`src/rtl/pipe_scheduler.sv`:
```
// pipe_scheduler
// Keeps a pool of N_PIPES obstacle slots for a side-scrolling game. On every
// frame tick while the round is running it scrolls the pipes left, retires
// pipes that leave the screen, spawns new pipes at a fixed scrolled distance,
// and counts the pipes that the bird has passed. The scroll speed rises with
// the score.
//
// Ports
//   clk, rst_n   : system clock (rising edge), asynchronous active-low reset
//   state        : game state 00 START, 01 GAME, 10 GAMEOVER, 11 as START
//   game_rst     : one-cycle synchronous round clear (wins over frame_tick)
//   frame_tick   : one-cycle pulse per video frame
//   bird_x       : bird left edge x
//   pipe_valid   : slot occupied flags
//   pipe_x       : packed left edge x, slot i at [11i+10:11i]
//   pipe_gap_y   : packed gap centre y, slot i at [10i+9:10i]
//   score        : passed-pipe count, saturating at 255
//   speed        : current scroll speed (pixels/frame)
//   spawn_drop   : sticky, a spawn was lost because the pool was full
//   dbg_fsm      : current mode, 0 CLEAR, 1 RUN, 2 FREEZE
module pipe_scheduler #(
  parameter int N_PIPES    = 4,
  parameter int SCREEN_W   = 800,
  parameter int PIPE_W     = 60,
  parameter int SPAWN_DIST = 256,
  parameter int SPEED_BASE = 2,
  parameter int SPEED_MAX  = 6,
  parameter int GAP_MIN    = 100
) (
  input  logic                   clk,
  input  logic                   rst_n,
  input  logic [1:0]             state,
  input  logic                   game_rst,
  input  logic                   frame_tick,
  input  logic [10:0]            bird_x,
  output logic [N_PIPES-1:0]     pipe_valid,
  output logic [11*N_PIPES-1:0]  pipe_x,
  output logic [10*N_PIPES-1:0]  pipe_gap_y,
  output logic [7:0]             score,
  output logic [2:0]             speed,
  output logic                   spawn_drop,
  output logic [1:0]             dbg_fsm
);

  localparam int ACC_W = $clog2(SPAWN_DIST + SPEED_MAX + 1) + 1;

  typedef enum logic [1:0] {
    M_CLEAR  = 2'd0,
    M_RUN    = 2'd1,
    M_FREEZE = 2'd2
  } mode_e;

  mode_e              fsm_q, mode_d;
  logic [1:0]         sync_q;
  logic [9:0]         lfsr_q, lfsr_d;
  logic [N_PIPES-1:0] valid_q, valid_d;
  logic [N_PIPES-1:0] passed_q, passed_d;
  logic [10:0]        x_q [N_PIPES];
  logic [10:0]        x_d [N_PIPES];
  logic [9:0]         gap_q [N_PIPES];
  logic [9:0]         gap_d [N_PIPES];
  logic [7:0]         score_q, score_d;
  logic [2:0]         speed_q, speed_d;
  logic               drop_q, drop_d;
  logic [ACC_W-1:0]   acc_q, acc_d;

  logic [N_PIPES-1:0] free_oh;
  logic [ACC_W-1:0]   acc_sum;
  logic               spawn;
  logic [7:0]         pass_cnt;
  logic [8:0]         score_sum;
  logic [5:0]         speed_sum;

  always_comb begin
    // Mode is decided from this cycle's inputs so a state change or
    // game_rst acts on the very next edge. Until the reset synchroniser
    // has filled, the block behaves as CLEAR.
    mode_d = M_CLEAR;
    if (sync_q[1] && !game_rst) begin
      case (state)
        2'b01:   mode_d = M_RUN;
        2'b10:   mode_d = M_FREEZE;
        default: mode_d = M_CLEAR;
      endcase
    end

    // x^10 + x^7 + 1 Fibonacci LFSR, free running
    lfsr_d = {lfsr_q[8:0], lfsr_q[9] ^ lfsr_q[6]};

    valid_d  = valid_q;
    passed_d = passed_q;
    x_d      = x_q;
    gap_d    = gap_q;
    score_d  = score_q;
    drop_d   = drop_q;
    acc_d    = acc_q;

    // Lowest-index free slot, one-hot, taken before this tick's retirements
    free_oh   = ~valid_q & (valid_q + N_PIPES'(1));
    acc_sum   = acc_q + ACC_W'(speed_q);
    spawn     = (acc_sum >= ACC_W'(SPAWN_DIST));
    pass_cnt  = 8'd0;

    speed_sum = 6'(SPEED_BASE) + {1'b0, score_q[7:3]};
    speed_d   = (speed_sum > 6'(SPEED_MAX)) ? 3'(SPEED_MAX) : speed_sum[2:0];

    case (mode_d)
      M_CLEAR: begin
        valid_d  = '0;
        passed_d = '0;
        score_d  = 8'd0;
        drop_d   = 1'b0;
        acc_d    = '0;
        speed_d  = 3'(SPEED_BASE);
        for (int i = 0; i < N_PIPES; i++) begin
          x_d[i]   = 11'd0;
          gap_d[i] = 10'd0;
        end
      end
      M_RUN: begin
        if (frame_tick) begin
          acc_d = spawn ? (acc_sum - ACC_W'(SPAWN_DIST)) : acc_sum;
          for (int i = 0; i < N_PIPES; i++) begin
            if (valid_q[i]) begin
              if (x_q[i] >= {8'd0, speed_q}) begin
                x_d[i] = x_q[i] - {8'd0, speed_q};
                // Pass test on the moved position, compared at 12 bits
                if (!passed_q[i] &&
                    (({1'b0, x_d[i]} + 12'(PIPE_W)) < {1'b0, bird_x})) begin
                  passed_d[i] = 1'b1;
                  pass_cnt    = pass_cnt + 8'd1;
                end
              end else begin
                valid_d[i]  = 1'b0;
                passed_d[i] = 1'b0;
              end
            end else if (spawn && free_oh[i]) begin
              valid_d[i]  = 1'b1;
              passed_d[i] = 1'b0;
              x_d[i]      = 11'(SCREEN_W);
              gap_d[i]    = 10'(GAP_MIN) + {2'b00, lfsr_q[7:0]};
            end
          end
          if (spawn && (free_oh == '0)) begin
            drop_d = 1'b1;
          end
          score_sum = {1'b0, score_q} + {1'b0, pass_cnt};
          score_d   = score_sum[8] ? 8'hFF : score_sum[7:0];
        end
      end
      default: begin
        // FREEZE: everything holds
      end
    endcase
  end

  always_ff @(posedge clk or negedge rst_n) begin
    if (!rst_n) begin
      fsm_q    <= M_CLEAR;
      sync_q   <= 2'b00;
      lfsr_q   <= 10'h2A5;
      valid_q  <= '0;
      passed_q <= '0;
      score_q  <= 8'd0;
      speed_q  <= 3'(SPEED_BASE);
      drop_q   <= 1'b0;
      acc_q    <= '0;
      for (int i = 0; i < N_PIPES; i++) begin
        x_q[i]   <= 11'd0;
        gap_q[i] <= 10'd0;
      end
    end else begin
      fsm_q    <= mode_d;
      sync_q   <= {sync_q[0], 1'b1};
      lfsr_q   <= lfsr_d;
      valid_q  <= valid_d;
      passed_q <= passed_d;
      score_q  <= score_d;
      speed_q  <= speed_d;
      drop_q   <= drop_d;
      acc_q    <= acc_d;
      x_q      <= x_d;
      gap_q    <= gap_d;
    end
  end

  for (genvar g = 0; g < N_PIPES; g++) begin : g_pack
    assign pipe_x[11*g +: 11]     = x_q[g];
    assign pipe_gap_y[10*g +: 10] = gap_q[g];
  end

  assign pipe_valid = valid_q;
  assign score      = score_q;
  assign speed      = speed_q;
  assign spawn_drop = drop_q;
  assign dbg_fsm    = fsm_q;

endmodule
```
`config.mk`:
```
export PLATFORM = sky130hd
export DESIGN_NAME = pipe_scheduler
export DESIGN_NICKNAME = d
export VERILOG_FILES = /design/src/rtl/pipe_scheduler.sv
export SDC_FILE = /design/constraint.sdc
export NUM_CORES = 1
export LEC_CHECK = 0
export CAP_MARGIN = 0
export CORE_UTILIZATION = 55
export DETAILED_ROUTE_END_ITERATION = 7
export DONT_BUFFER_PORTS = 1
export PLACE_DENSITY_LB_ADDON = 0.25
export RECOVER_POWER = 25
export SYNTH_ARGS = -nofsm -noshare
export SYNTH_HDL_FRONTEND = slang
export SYNTH_SLANG_ARGS = --single-unit
```
`constraint.sdc`:
```
create_clock -name clk -period 11 [get_ports clk]
set_input_delay 3.3 -clock clk [delete_from_list [all_inputs] [get_ports clk]]
set_output_delay 3.3 -clock clk [all_outputs]
set_load 0.02 [all_outputs]
```
==> qor.log <==
qor: critical_path.setup.worst_path.class input pin to flip-flop
qor: critical_path.max_stage_delay 450 ps
qor: worst_hold_path.hold_class flip-flop to flip-flop
qor: global_routing.grt_use_total 28.82%
qor: cts.tritoncts_clock_tree yes
qor: critical_path.crit_buf_inv 1
qor: timing.final-max-slew-violation-count 0
qor: cts.worst_setup_hold_path_clk_slew 60 ps
qor: timing.post-route-worst-setup-slack 3240 ps
qor: detailed_routing.drcViolationCount 0
qor: floorplan.die-area 0.01627 mm2
qor: synthesis.postSynthRegisterBits 124
qor: worst_hold_path.hold_path_startpoint lfsr_q[8]$_DFF_PN0_
qor: detailed_routing.dr_total_vias 7106
qor: global_routing.grt_antenna_before_repair 0
qor: critical_path.critical_path.startpoint bird_x[1]
qor: timing.period_needed 7760 ps
qor: detailed_routing.wl 22.56 mm
qor: job.max_cap_violations 0
qor: critical_path.worst_endpoint_data_arrival_time 8100 ps
qor: critical_path.r2r_cells 31
qor: placed_design.preCtsSetupSlack 2855 ps
qor: synthesis.synth_top_area_cell sky130_fd_sc_hd__dfrtp_1
qor: cts.cts_max_level 4
qor: synthesis.synth_area_leaders sky130_fd_sc_hd__dfrtp_1, sky130_fd_sc_hd__ha_1, sky130_fd_sc_hd__xnor2_1, sky130_fd_sc_hd__mux2_2, sky130_fd_sc_hd__nand2_1
qor: cts.cts.repair_timing.setup_buffer_count 0
qor: timing.achievable-frequency 128.9 MHz
qor: global_routing.grt_pass1_vias 6783
qor: timing.worst_hold_slack 351.6 ps
qor: timing.setup_tns 0 ps
qor: synthesis.ys_warn_count 0
qor: synthesis.synth_cell_type_count 86
qor: floorplan.core_region_area 0.01531 mm2
qor: floorplan.die_width 127.5 um
qor: cts.cts_root_buffer sky130_fd_sc_hd__clkbuf_16
qor: floorplan.die_h 127.5 um
qor: cells_and_area.insertedDiodeCount 0
qor: critical_path.most_used_cell_along_the_critical_path sky130_fd_sc_hd__ha_1
qor: placed_design.dp_hpwl 16.06 mm
qor: cts.clock_sink_count 124
qor: placed_design.gp_routability_congestion 0.9054
qor: detailed_routing.initial_drc_count 469
qor: cts.cts.path.max_buffers 2
qor: floorplan.start_util 56.60%
qor: timing.skew 9.678 ps
qor: synthesis.number_of_flops_mapped_to_enable_cells_by_yosys 0
qor: detailed_routing.drtPass1Iterations 8
qor: critical_path.critPathLaunchType input pin
qor: synthesis.synthArstFlopShare 100.0%
qor: run_status.outcome completed
qor: cts.clkLatencyLatePin 440 ps
qor: critical_path.worst_setup_path_end_kind flip-flop
qor: timing.finalSetupViolCount 0
qor: cts.tritoncts_buffer_count 17
qor: synthesis.syn-cell-area 0.008668 mm2
qor: floorplan.boundaryPins 119
qor: detailed_routing.routedWlPerCell 19.89 um
qor: global_routing.grt_max_degree 125
qor: floorplan.rows 45
qor: critical_path.critical_path.reg2reg.startpoint speed[1]$_DFF_PN1_
qor: critical_path.path_delay_family simple AND/OR/NAND/NOR gates
qor: timing.number_of_endpoints_with_negative_hold_slack_in_the_final_report 0
qor: placed_design.portBuffers 0
qor: critical_path.timing.critical_path.cells inv_1, ha_1, a2111oi_0, nor3_1, o21ai_0, a31oi_1, or3_1, nor3_1, ha_1, nand2_1, o31ai_4, ha_1, nand3_1, nand2_1, ha_1, nor4_1, a31oi_1, fa_1, a21o_1, a21oi_1, nor2_1, and4b_1, nor3_1
qor: timing.setup_repair_after_global_routing_missed_its_margin false
qor: power_and_ir_drop.max-vdd-ir-drop 105.8 uV
qor: cells_and_area.post_route_cells_drive_above_1_share 10.40%
qor: cells_and_area.final_nets 1001
qor: critical_path.timing.critical_path.fanout_max 4
qor: timing.tightest_slew 1138 ps
qor: timing.fraction_of_the_cycle_the_final_worst_path_needs 70.55%
qor: cts.cts.repair.resized 0
qor: synthesis.synth-seq-area-share 35.88%
qor: synthesis.mean_post_synth_cell_area 9.402 um2
qor: power_and_ir_drop.leakagePower 4.483 nW
qor: synthesis.ys_dominant_reg_cell sky130_fd_sc_hd__dfrtp_1
qor: critical_path.cp_data_required_time 11340 ps
qor: critical_path.slowest_stage sky130_fd_sc_hd__fa_1
qor: synthesis.post_synth_inst_count 922
qor: timing.worst_slew_margin_rel 24.13%
qor: cells_and_area.fillers 1297
qor: detailed_routing.antenna_violating_nets_post_route 0
qor: power_and_ir_drop.p_per_area 115.4 mW/mm2
qor: global_routing.gr-total-overflow 0
qor: critical_path.timing.critical_path.depth 23
qor: cells_and_area.layout-area-overhead-vs-synth 8.588%
qor: worst_hold_path.worst_hold_path.num_cells 0
qor: global_routing.grt_first_pass_wirelength 36.04 mm
qor: cts.cts_hold_buf 0
qor: detailed_routing.via_density_per_instance 6.266
qor: synthesis.synth.top_cell.area_share 34.06%
## flip-flops by register name (all words and copies together) (netlist names)
name        flops
acc_q          10
dbg_fsm         2
lfsr_q         10
passed_q        4
pipe_gap_y     36
pipe_valid      4
pipe_x         44
score           8
spawn_drop      1
speed           3
sync_q          2
## routing by layer
layer / track usage [%] / up-vias / share of wire (%)
li1: - / 3367 / -
met1: 37.33 / 3448 / 43
met2: 46.93 / 257 / 47
met3: 7.621 / 34 / 7.7
met4: 9.384 / 0 / 1.4
met5: 0 / - / 0
## area by class of cell
cell class	count	area, um2	share of cell area [%]
clock buffer	17	425.4	4.519
clock inverter	15	170.2	1.808
inverter	46	172.7	1.834
multi-input combinational	713	5210	55.35
sequential	124	3110	33.05
tap	211	264.0	2.805
timing repair buffer	8	60.06	0.6380
## Yosys cell counts (all sizes together) (4+ instances only)
library cell	n
o31ai	25
fa	6
a21boi	5
a211oi	12
a31oi	14
a21oi	44
or3	13
nor4	11
xor2	24
a41oi	4
buf	11
nor3	20
nor2b	9
nor3b	7
o21a	5
a221oi	4
o211ai	10
xnor2	47
nand2b	5
dfstp	6
a22o	14
ha	68
nand3	36
or4	4
dfrtp	118
inv	46
and3	8
a21o	16
and2	16
o22ai	4
or2	7
mux2	29
clkbuf	31
a2111oi	4
nand2	68
o21ai	51
nor2	63
nand3b	8
## cell usage in the layout (no fill, tap or decap), types with 29 or more instances in the layout
| cell | Yosys | layout |
|---|---|---|
| sky130_fd_sc_hd__nand2_1 | 68 | 68 |
| sky130_fd_sc_hd__nor2_1 | 62 | 62 |
| sky130_fd_sc_hd__mux2_2 | 29 | 29 |
| sky130_fd_sc_hd__ha_1 | 68 | 68 |
| sky130_fd_sc_hd__a21oi_1 | 44 | 44 |
| sky130_fd_sc_hd__o21ai_0 | 50 | 50 |
| sky130_fd_sc_hd__nand3_1 | 34 | 34 |
| sky130_fd_sc_hd__xnor2_1 | 47 | 47 |
| sky130_fd_sc_hd__dfrtp_1 | 118 | 118 |
| sky130_fd_sc_hd__inv_1 | 46 | 46 |
## worst register-to-register path: cells and delay by family, from the launching register on
kind                     cells  cell delay (ps)
AND/OR/NAND/NOR             14             2780
flip-flops                   1              720
buffers and inverters        1              310
AO/OA/AOI/OAI                9             1490
XOR/XNOR                     1              190
adder cells (fa/ha/maj)      6             1970
## kinds of logic (layout without fill, tap and decap cells)
group           after synthesis  in the layout  synth area share [%]
simple gates                286            286                 17.26
buf+inv                      88             86                 4.143
compound gates              245            245                 19.98
xor+xnor                     72             72                 7.448
fa+ha+maj                    74             74                 11.20
flops                       124            124                 35.88
mux                          31             31                 3.998
other cells                   2              5               0.08664
## through the flow
step                util, %  instances  total power [mW]  cell area (um2)
finish                61.46       1134             1.086             9413
global route          61.46       1134             1.115             9413
CTS                   61.46       1134             1.090             9413
detailed placement    57.57       1102            0.5152             8817
global placement      57.57       1102            0.5145             8817
floorplan                 -        925            0.5042             8680
## path summary, 6_finish.rpt
path	endpoint	slack, ps
max in group asynchronous	speed[1]$_DFF_PN1_	8200
hold / removal	lfsr_q[9]$_DFF_PN1_	350
setup / recovery	score[6]$_DFFE_PN0P_	3240
min in group asynchronous	pipe_x[2]$_DFFE_PN0P_	2560
setup reg to reg	score[6]$_DFFE_PN0P_	3420
hold reg to reg	lfsr_q[9]$_DFF_PN1_	350
## where the power goes
group	internal [mW]	leakage, nW	total (mW)	switching (mW)
combinational	0.0156	2.49	0.0451	0.0294
sequential	0.458	1.70	0.462	0.00419
clock	0.324	0.288	0.579	0.255
Note: power is estimated with default switching activity, not from simulation.
